<file path="src/rtl/jpeg_out_pkg.sv">
// Shared types, marker bytes and byte-slicing helpers for the JPEG output stage.
package jpeg_out_pkg;

   typedef enum logic [2:0] {
      ST_IDLE,
      ST_HEADER,
      ST_STREAM,
      ST_TAIL,
      ST_EOI_FF,
      ST_EOI_D9
   } jpeg_out_state_t;

   localparam logic [7:0] MRK_FF   = 8'hFF;
   localparam logic [7:0] MRK_EOI  = 8'hD9;
   localparam logic [7:0] STUFF_00 = 8'h00;

   // Byte idx of a 32-bit word, idx 0 being the most significant byte.
   function automatic logic [7:0] word_byte(input logic [31:0] w, input logic [1:0] idx);
      logic [7:0] b;
      case (idx)
         2'd0:    b = w[31:24];
         2'd1:    b = w[23:16];
         2'd2:    b = w[15:8];
         default: b = w[7:0];
      endcase
      return b;
   endfunction

   // Keep the top valid_bits bits of b and force the rest to 1 (valid_bits in 1..8).
   function automatic logic [7:0] tail_pad(input logic [7:0] b, input logic [4:0] valid_bits);
      return b | (8'hFF >> valid_bits);
   endfunction

endpackage

</file>
<file path="src/rtl/jpeg_word_fifo.sv">
// Synchronous 32-bit word FIFO with full/empty flags and a synchronous clear.
// Read data is the head entry, available combinationally (show-ahead).
module jpeg_word_fifo #(
   parameter int DEPTH = 8
) (
   input  logic        clk,
   input  logic        rst,
   input  logic        clr,
   input  logic        push,
   input  logic [31:0] wdata,
   input  logic        pop,
   output logic [31:0] rdata,
   output logic        full,
   output logic        empty
);

   localparam int AW = $clog2(DEPTH);

   logic [31:0] mem [DEPTH];
   logic [AW:0] wptr;
   logic [AW:0] rptr;
   logic        wr_en;
   logic        rd_en;

   // A push while full is still accepted when the head is leaving in the same cycle.
   assign wr_en = push && (!full || pop);
   assign rd_en = pop && !empty;

   assign empty = (wptr == rptr);
   assign full  = (wptr[AW] != rptr[AW]) && (wptr[AW-1:0] == rptr[AW-1:0]);
   assign rdata = mem[rptr[AW-1:0]];

   // Storage array; the head slot is read before this edge overwrites it.
   always_ff @(posedge clk) begin
      if (wr_en) mem[wptr[AW-1:0]] <= wdata;
   end

   // Read/write pointers with an extra wrap bit to tell full from empty.
   always_ff @(posedge clk or posedge rst) begin
      if (rst) begin
         wptr <= '0;
         rptr <= '0;
      end else if (clr) begin
         wptr <= '0;
         rptr <= '0;
      end else begin
         if (wr_en) wptr <= wptr + 1'b1;
         if (rd_en) rptr <= rptr + 1'b1;
      end
   end

endmodule

</file>
<file path="src/rtl/jpeg_stream_ctrl.sv">
// JPEG output sequencer: header ROM bytes, buffered bitstream words, padded
// tail, then the EOI marker, all on one registered valid/ready byte port.
module jpeg_stream_ctrl
   import jpeg_out_pkg::*;
#(
   parameter int FIFO_DEPTH = 8,
   parameter int HDR_LEN    = 623,
   parameter int HDR_AW     = 10
) (
   input  logic              clk,
   input  logic              rst,
   input  logic              start,
   input  logic [31:0]       JPEG_bitstream,
   input  logic              data_ready,
   input  logic              eof_data_partial_ready,
   input  logic [4:0]        end_of_file_bitstream_count,
   output logic [HDR_AW-1:0] hdr_addr,
   input  logic [7:0]        hdr_data,
   output logic [7:0]        byte_out,
   output logic              byte_valid,
   input  logic              byte_ready,
   output logic              busy,
   output logic              done,
   output logic              overflow
);

   localparam logic [HDR_AW-1:0] HDR_LAST = HDR_AW'(HDR_LEN - 1);

   jpeg_out_state_t state, state_nx;

   logic [HDR_AW-1:0] hdr_addr_nx;
   logic [1:0]        sel, sel_nx;
   logic [31:0]       cur_word;
   logic [2:0]        tail_idx, tail_idx_nx;
   logic              stuff_pend, stuff_pend_nx;
   logic              d9_loaded, d9_nx;
   logic              done_nx;

   logic [31:0]       tail_word;
   logic [4:0]        tail_n;
   logic              eof_seen;

   logic              out_free;
   logic              load;
   logic [7:0]        load_byte;
   logic              pop;
   logic              start_acc;
   logic              capture_en;

   logic              fifo_push;
   logic [31:0]       fifo_rdata;
   logic              fifo_full;
   logic              fifo_empty;

   logic [2:0]        tail_nbytes;
   logic [4:0]        tail_rem;
   logic              tail_last;
   logic [7:0]        tail_raw;
   logic [7:0]        tail_byte;

   // The output register may take a new byte when empty or being drained now.
   assign out_free   = !byte_valid || byte_ready;
   assign busy       = (state != ST_IDLE);
   assign capture_en = (state != ST_IDLE);
   assign fifo_push  = capture_en && data_ready;

   // Tail formatting: ceil(N/8) bytes, last one padded with 1s below the valid bits.
   assign tail_nbytes = {1'b0, tail_n[4:3]} + {2'b00, |tail_n[2:0]};
   assign tail_rem    = tail_n - {tail_idx[1:0], 3'b000};
   assign tail_last   = ((tail_idx + 3'd1) == tail_nbytes);
   assign tail_raw    = word_byte(tail_word, tail_idx[1:0]);
   assign tail_byte   = tail_last ? tail_pad(tail_raw, tail_rem) : tail_raw;

   jpeg_word_fifo #(
      .DEPTH(FIFO_DEPTH)
   ) u_fifo (
      .clk   (clk),
      .rst   (rst),
      .clr   (start_acc),
      .push  (fifo_push),
      .wdata (JPEG_bitstream),
      .pop   (pop),
      .rdata (fifo_rdata),
      .full  (fifo_full),
      .empty (fifo_empty)
   );

   // Next-state logic: each state decides which byte (if any) loads the output register.
   always_comb begin
      state_nx      = state;
      hdr_addr_nx   = hdr_addr;
      sel_nx        = sel;
      tail_idx_nx   = tail_idx;
      stuff_pend_nx = stuff_pend;
      d9_nx         = d9_loaded;
      done_nx       = 1'b0;
      load          = 1'b0;
      load_byte     = STUFF_00;
      pop           = 1'b0;
      start_acc     = 1'b0;

      case (state)
         ST_IDLE: begin
            // Byte 0 is loaded on the start cycle so it is valid one cycle later.
            if (start) begin
               start_acc = 1'b1;
               load      = 1'b1;
               load_byte = hdr_data;
               if (hdr_addr == HDR_LAST) begin
                  state_nx    = ST_STREAM;
                  hdr_addr_nx = '0;
               end else begin
                  state_nx    = ST_HEADER;
                  hdr_addr_nx = hdr_addr + 1'b1;
               end
            end
         end

         ST_HEADER: begin
            if (out_free) begin
               load      = 1'b1;
               load_byte = hdr_data;
               if (hdr_addr == HDR_LAST) begin
                  state_nx    = ST_STREAM;
                  hdr_addr_nx = '0;
               end else begin
                  hdr_addr_nx = hdr_addr + 1'b1;
               end
            end
         end

         ST_STREAM: begin
            if (out_free) begin
               if (sel != 2'd0) begin
                  load      = 1'b1;
                  load_byte = word_byte(cur_word, sel);
                  sel_nx    = sel + 2'd1;
               end else if (!fifo_empty) begin
                  load      = 1'b1;
                  load_byte = fifo_rdata[31:24];
                  pop       = 1'b1;
                  sel_nx    = 2'd1;
               end else if (eof_seen) begin
                  state_nx      = ST_TAIL;
                  tail_idx_nx   = 3'd0;
                  stuff_pend_nx = 1'b0;
               end
            end
         end

         ST_TAIL: begin
            if (out_free) begin
               if (tail_idx != tail_nbytes) begin
                  load        = 1'b1;
                  load_byte   = tail_byte;
                  tail_idx_nx = tail_idx + 3'd1;
                  if (tail_last && (tail_byte == MRK_FF)) stuff_pend_nx = 1'b1;
               end else if (stuff_pend) begin
                  load          = 1'b1;
                  load_byte     = STUFF_00;
                  stuff_pend_nx = 1'b0;
               end else begin
                  state_nx = ST_EOI_FF;
               end
            end
         end

         ST_EOI_FF: begin
            if (out_free) begin
               load      = 1'b1;
               load_byte = MRK_FF;
               state_nx  = ST_EOI_D9;
               d9_nx     = 1'b0;
            end
         end

         ST_EOI_D9: begin
            // Load 0xD9 once, then finish when the sink takes it.
            if (!d9_loaded) begin
               if (out_free) begin
                  load      = 1'b1;
                  load_byte = MRK_EOI;
                  d9_nx     = 1'b1;
               end
            end else if (byte_ready) begin
               state_nx = ST_IDLE;
               d9_nx    = 1'b0;
               done_nx  = 1'b1;
            end
         end

         default: state_nx = ST_IDLE;
      endcase
   end

   // State register plus the per-section counters and the word being sliced.
   always_ff @(posedge clk or posedge rst) begin
      if (rst) begin
         state      <= ST_IDLE;
         hdr_addr   <= '0;
         sel        <= 2'd0;
         tail_idx   <= 3'd0;
         stuff_pend <= 1'b0;
         d9_loaded  <= 1'b0;
         done       <= 1'b0;
         cur_word   <= '0;
      end else begin
         state      <= state_nx;
         hdr_addr   <= hdr_addr_nx;
         sel        <= sel_nx;
         tail_idx   <= tail_idx_nx;
         stuff_pend <= stuff_pend_nx;
         d9_loaded  <= d9_nx;
         done       <= done_nx;
         if (pop) cur_word <= fifo_rdata;
      end
   end

   // Registered byte port: hold until accepted, drop valid only after a transfer.
   always_ff @(posedge clk or posedge rst) begin
      if (rst) begin
         byte_out   <= STUFF_00;
         byte_valid <= 1'b0;
      end else if (load) begin
         byte_out   <= load_byte;
         byte_valid <= 1'b1;
      end else if (byte_ready) begin
         byte_valid <= 1'b0;
      end
   end

   // Capture path: tail word/count latch and the sticky overflow flag.
   always_ff @(posedge clk or posedge rst) begin
      if (rst) begin
         tail_word <= '0;
         tail_n    <= 5'd0;
         eof_seen  <= 1'b0;
         overflow  <= 1'b0;
      end else if (start_acc) begin
         eof_seen <= 1'b0;
         overflow <= 1'b0;
      end else if (capture_en) begin
         if (eof_data_partial_ready) begin
            tail_word <= JPEG_bitstream;
            tail_n    <= end_of_file_bitstream_count;
            eof_seen  <= 1'b1;
         end
         if (data_ready && fifo_full && !pop) overflow <= 1'b1;
      end
   end

endmodule

</file>
<file path="config.mk">
export PLATFORM = sky130hd
export DESIGN_NAME = jpeg_stream_ctrl
export DESIGN_NICKNAME = d
export VERILOG_FILES = /design/src/rtl/jpeg_out_pkg.sv /design/src/rtl/jpeg_word_fifo.sv /design/src/rtl/jpeg_stream_ctrl.sv
export SDC_FILE = /design/constraint.sdc
export NUM_CORES = 1
export LEC_CHECK = 0
export BUFFER_PORTS_ARGS = -buffer_cell sky130_fd_sc_hd__buf_2
export CELL_PAD_IN_SITES_DETAIL_PLACEMENT = 1
export CELL_PAD_IN_SITES_GLOBAL_PLACEMENT = 1
export CORE_ASPECT_RATIO = 1.25
export CORE_MARGIN = 2
export CORE_UTILIZATION = 48
export CTS_CLUSTER_SIZE = 30
export DETAILED_ROUTE_END_ITERATION = 10
export PLACE_DENSITY = 0.84
export RECOVER_POWER = 25
export SKIP_CTS_REPAIR_TIMING = 1
export SLEW_MARGIN = 5
export SYNTH_ARGS = -nofsm -noshare
export SYNTH_HDL_FRONTEND = slang
export SYNTH_HIERARCHICAL = 1
export SYNTH_SLANG_ARGS = --single-unit
</file>
<file path="constraint.sdc">
create_clock -name clk -period 4.8 [get_ports clk]
set_input_delay 0.48 -clock clk [delete_from_list [all_inputs] [get_ports clk]]
set_output_delay 0.48 -clock clk [all_outputs]
set_load 0.03 [all_outputs]
</file>
==> results of run 1 <==
## path summary, 6_finish.rpt
path | startpoint | end | slack [ps] | cells past startpoint
worst min-delay path | end_of_file_bitstream_count[3] | tail_n[3] | 190 | 2
worst max register to register | u_fifo/rptr[0] | u_fifo/mem[6][3] | 1300 | 9
max in group asynchronous | rst | cur_word[3] | 3120 | 4
min in group asynchronous | rst | u_fifo/wptr[3] | 480 | 3
worst max-delay path | u_fifo/rptr[0] | u_fifo/mem[6][3] | 1300 | 9
worst min register to register | tail_word[18] | tail_word[18] | 520 | 1
## final cells by class
cell class | instances | area [um^2] | area share
timing repair buffer | 87 | 441.7 | 0.02609
sequential | 357 | 10220 | 0.6038
tap | 407 | 509.2 | 0.03009
multi-input combinational | 448 | 4562 | 0.2695
clock buffer | 46 | 927.1 | 0.05478
inverter | 28 | 107.6 | 0.006357
clock inverter | 18 | 158.9 | 0.009388
## synth_stat cells, drive strengths merged (8+ instances only)
library cell,number,area share
xnor2,11,0.0064
ha,15,0.012
xor2,8,0.0046
o21ai,26,0.0086
edfxtp,256,0.51
nor2,32,0.0081
nand2,39,0.0098
nor3,11,0.0040
nand2b,8,0.0033
clkbuf,20,0.0076
a31oi,9,0.0037
dfrtp,101,0.17
buf,28,0.014
mux2,100,0.074
nand3,12,0.0040
mux4,64,0.097
inv,27,0.0067
a222oi,8,0.0053
a22oi,10,0.0050
## per-layer routing
layer | GRT usage | vias up | part of all wire
met2 | 0.3926 | 343 | 0.51
met5 | 0 | - | 0
met4 | 0.1027 | 0 | 0.045
met1 | 0.2923 | 4442 | 0.39
li1 | - | 3624 | -
met3 | 0.03534 | 104 | 0.051
## through the flow
| step | area [um^2] | std cells | worst slack [ps] | util |
|---|---|---|---|---|
| 2_1_floorplan | 15160 | 881 | 331.5 | - |
| 3_3_place_gp | 15860 | 1326 | 1523 | 0.5119 |
| 3_5_place_dp | 15860 | 1326 | 1364 | 0.5119 |
| 4_1_cts | 16950 | 1390 | 1313 | 0.5470 |
| 5_1_grt | 16930 | 1391 | 1051 | 0.5462 |
| 6_report | 16930 | 1391 | 1297 | 0.5462 |
## where the power goes
| group | internal, mW | switching (mW) | total [mW] | leakage (nW) |
|---|---|---|---|---|
| combinational | 0.997 | 1.54 | 2.54 | 1.83 |
| clock | 1.49 | 1.17 | 2.66 | 0.535 |
| sequential | 3.93 | 0.467 | 4.40 | 3.54 |
## state kept, by name, summed over array words and instances (netlist names)
| signal | flops |
|---|---|
| tail_word | 32 |
| hdr_addr | 10 |
| u_fifo/rptr | 4 |
| tail_n | 5 |
| byte_out | 8 |
| u_fifo/wptr | 4 |
| eof_seen | 1 |
| sel | 2 |
| byte_valid | 1 |
| stuff_pend | 1 |
| done | 1 |
| tail_idx | 3 |
| overflow | 1 |
| d9_loaded | 1 |
| u_fifo/mem | 256 |
| state | 3 |
| cur_word | 24 |
## worst reg2reg max path, delay by kind of cell, from the launching register on
kind,cells,cell delay (ps)
flops,1,750
buf+inv,2,530
compound gates,1,270
simple gates,5,1430
xor+xnor,1,200
## cells by family (layout without fill, tap and decap cells)
logic type,after synthesis,after routing
flops,357,357
mux,169,169
simple gates,134,134
compound gates,109,109
buf+inv,76,179
xor+xnor,21,21
fa+ha+maj,15,15
==> results.yml, run 1 <==
synth:
  yosysSeqAreaShare: 0.6742
  yosys_warnings: 6
  synth_xor_xnor_area_share: 0.01420
  netlist_area_mm2: 0.01515
  synth_cell_type_count: 73
  synth_top_family_by_area: "multiplexers"
  synthCells: 881
  synth_edf_count: 256
  synth-seq-cells: 357
  synth_compound_area_frac: 0.05261
  ys_async_sr_fraction: 0.2829
  synth-simple-area-share: 0.04294
  synth_adder_area_share: 0.01239
  postSynthAreaPerCell_um2: 17.20
  synthesis.nets: 947
  muxShareOfSynthArea: 0.1747
  synthFlopType: "edfxtp_1"
cells_and_area:
  area.growth.synth_to_final_pct: 11.72
  layout_common_cells: "256 x edfxtp_1, 99 x dfrtp_1, 98 x mux2_2, 56 x mux4_2, 45 x buf_2"
  nFillCells: 2857
  final_nets: 1023
  drive_above_1_share: 0.2917
  insertedDiodeCount: 0
  final_common_cell: "edfxtp_1"
hold_path:
  hold_class: "input pin to flop"
global_routing:
  grtUsageTotal: 0.2303
  grt_pass1_vias: 9281
  grt_pass1_wl_um: 56550
  antenna_found_initial: 0
  globalRouteOverflowTotal: 0
  grt_max_degree: 68
setup_path:
  crit_path_cell_trace: "xnor2_1, nand3_1, nor2_1, nor2_2, nand2_2, inv_1, o211ai_1, nor2_4, buf_4"
  crit_slowest_cell: "dfrtp_4"
  cp-start-kind: "flop"
  path_max_fanout: 24
  worstPathArrival_ps: 3720
  crit_family: "simple AND/OR/NAND/NOR gates"
  crit_path_end_kind: "flop"
  required_ps: 5020
  max_stage_delay_ps: 750
  cp.buffers_inverters: 2
  critPathKind: "flop to flop"
timing:
  fmax_mhz: 285.5
  finalCritPeriodShare: 0.7298
  finClkSkew_ps: 30.71
  drv_slew: 0
  worst_slew_pin_slew_ps: 1041
  timing.setup.tns_ps: 0
  setup_violations: 0
  rsz0062_at_grt: "false"
  max_slew_margin: 0.3059
  timing.hold.ws_ps: 191.0
  finalHoldViolations: 0
  fin_crit_ps: 3503
floorplan:
  rows: 72
  core_area_mm2: 0.03099
  start_util: 0.4889
  die_x_um: 162.9
  die_h_um: 202.6
  num_io_pins: 73
  die_area_mm2: 0.03301
placed_design:
  gp_congestion: 0.8740
  io_buffers: 72
  hpwl_um: 23480
routing:
  dr.pass1.iters: 5
  drt-initial-drc-count: 676
  drc: 0
  wirelength_um: 37200
  vias: 8513
  vias_per_cell: 6.120
  wl_per_cell_um: 26.74
  postRouteAntennaNets: 0
outcome:
  status: "complete, no violations"
clocking:
  clock-sinks: 357
  cts_tree: "built"
  clk-insertion-delay-late_ps: 550
  root_buffer: "clkbuf_16"
  clkSlewWorstSetupHoldPaths_ps: 60
  cts_made_buffers: 35
  h-tree-depth: 2
  cts_buffer_depth: 3
power_and_ir_drop:
  finalPower_mw: 9.598
  p_leak_nw: 5.901
  power_density_mw_per_mm2: 567.1
  vdd_drop_max_uv: 260.9
flow_run:
  cap_violations: 0
No activity file was read; power rests on OpenSTA's default activity.
==> run 2, diff against run 1 <==
clock period = 2.9 ns   (was 4.8 ns; I/O delays follow)
==> results.yml, run 2 (synthesis gave the netlist of run 1 again) <==
outcome:
  status: "complete, no violations"
clocking:
  clkSlewWorstSetupHoldPaths_ps: 60
  clk-insertion-delay-late_ps: 540
  root_buffer: "clkbuf_16"
  clock-sinks: 357
  cts_made_buffers: 36
  cts_buffer_depth: 3
  cts_tree: "built"
  h-tree-depth: 2
power_and_ir_drop:
  power_density_mw_per_mm2: 954.3
  p_int_mw: 11.25
  switching_share: 0.3260
  power_frac_clock: 0.289
  power.switching_mw: 5.442
  vdd_drop_max_uv: 569.5
  combPwrFrac: 0.283
  p_leak_nw: 6.147
  sequentialPowerShare: 0.428
timing:
  finalHoldViolations: 0
  fmax_mhz: 368.0
  drv_slew: 0
  rsz0062_at_grt: "false"
  setup_violations: 0
  finClkSkew_ps: 19.58
  worst_slew_pin_slew_ps: 657.4
  max_slew_margin: 0.5617
  finalCritPeriodShare: 0.9371
  fin_crit_ps: 2718
  timing.setup.tns_ps: 0
  setup_slack_ps: 182.3
routing:
  wl_per_cell_um: 27.26
  drt-initial-drc-count: 864
  wirelength_um: 38600
  drc: 0
  vias_per_cell: 6.076
  dr.pass1.iters: 7
  postRouteAntennaNets: 0
  vias: 8603
cells_and_area:
  area.growth.synth_to_final_pct: 15.46
  layout_common_cells: "256 x edfxtp_1, 98 x mux2_2, 98 x dfrtp_1, 56 x mux4_2, 46 x buf_2"
  final_util: 0.5645
  largest_register_ffs: 256
  final_nets: 1046
  final_common_cell: "edfxtp_1"
  finish.instance_area_mm2: 0.01749
  drive_above_1_share: 0.3185
floorplan:
  die_x_um: 162.9
  die_h_um: 202.6
  die_area_mm2: 0.03301
  start_util: 0.4889
  num_io_pins: 73
  core_area_mm2: 0.03099
  rows: 72
setup_path:
  critPathKind: "flop to flop"
  worstPathArrival_ps: 3120
  path_max_fanout: 11
  crit_path_cell_trace: "or3_1, ha_1, ha_1, xor2_1, o41a_1, a211o_4, buf_4, nor2_1, a31oi_1"
  max_stage_delay_ps: 430
  required_ps: 3300
  crit_slowest_cell: "a211o_4"
  crit_top_cell: "ha_1"
  crit_path_end_kind: "flop"
  cp-start-kind: "flop"
global_routing:
  globalRouteOverflowTotal: 0
  grt_pass1_wl_um: 58140
  grt_max_degree: 68
  grtUsageTotal: 0.2380
  grt_pass1_vias: 9330
  antenna_found_initial: 0
placed_design:
  io_buffers: 72
  hpwl_um: 23830
  gp_congestion: 0.8562
  post_dp_cell_area_mm2: 0.01626
  dp_slack_ps: 14.78
flow_run:
  cap_violations: 0
hold_path:
  hold_class: "input pin to flop"
run 2: changes by cell type in the layout (fill, tap and decap cells not counted), moves of 2 or more:
cell and delta:
xnor2_4 +2, clkbuf_16 +2, clkinv_2 -3, clkbuf_8 +2
nor3_4 +5, inv_6 -2, clkbuf_1 -3, xnor2_1 -3
nor3_2 -5, nor2_4 +2, buf_12 +9, bufinv_16 +3
dlygate4sd3_1 +2, buf_4 +11
run 2: metrics by stage:
step / instances / total power [mW] / hold WS [ps]
4_1_cts: 1412 / 16.74 / -276.2
2_1_floorplan: 881 / 10.22 / 105.7
3_3_place_gp: 1346 / 11.50 / 298.1
5_1_grt: 1415 / 17.36 / 1.025
6_report: 1416 / 16.69 / 3.541
3_5_place_dp: 1346 / 11.81 / 301.3
run 2: worst paths after layout:
path	from	end	slack, ps	cells after the start
setup / recovery	tail_n[1]	byte_out[5]	180	9
hold / removal	end_of_file_bitstream_count[3]	tail_n[3]	4	2
setup reg to reg	tail_n[1]	byte_out[5]	180	9
hold reg to reg	hdr_addr[3]	hdr_addr[3]	510	1
max in group asynchronous	rst	cur_word[10]	1820	4
min in group asynchronous	rst	u_fifo/wptr[2]	300	3
run 2: power by group through the flow:
stage	Sequential, mW	Clock [mW]	Combinational (mW)
after CTS	7.13	4.91	4.70
after floorplan	7.18	0	3.04
after global routing	7.23	5.06	5.06
after detailed placement	7.21	0	4.60
final	7.14	4.82	4.73
after global placement	7.11	0	4.38
run 2: area by class of cell:
| class | count | area (um^2) |
|---|---|---|
| Clock buffer | 48 | 997.2 |
| Inverter | 28 | 115.1 |
| Sequential cell | 357 | 10220 |
| Fill cell | 2825 | 13500 |
| Antenna cell | 1 | 2.502 |
| Multi-Input combinational cell | 448 | 4698 |
| Clock inverter | 18 | 224.0 |
| Timing Repair Buffer | 109 | 725.7 |
| Tap cell | 407 | 509.2 |
run 2: worst max-delay path, delay by kind of cell, from the launching register on:
kind / cells / cell delay (ps)
AOI/OAI and AO/OA: 3 / 900
xor gates and xnor gates: 1 / 170
adders and majority gates: 2 / 530
buffers and inverters: 1 / 160
DFF: 1 / 390
and+or+nand+nor: 2 / 450
run 2: per-layer routing:
layer | vias up | GRT usage | wire length, um
li1 | 3672 | - | -
met1 | 4476 | 0.2972 | 14590
met2 | 355 | 0.4057 | 20040
met3 | 100 | 0.04290 | 2395
met4 | 0 | 0.1071 | 1585
met5 | - | 0 | 0
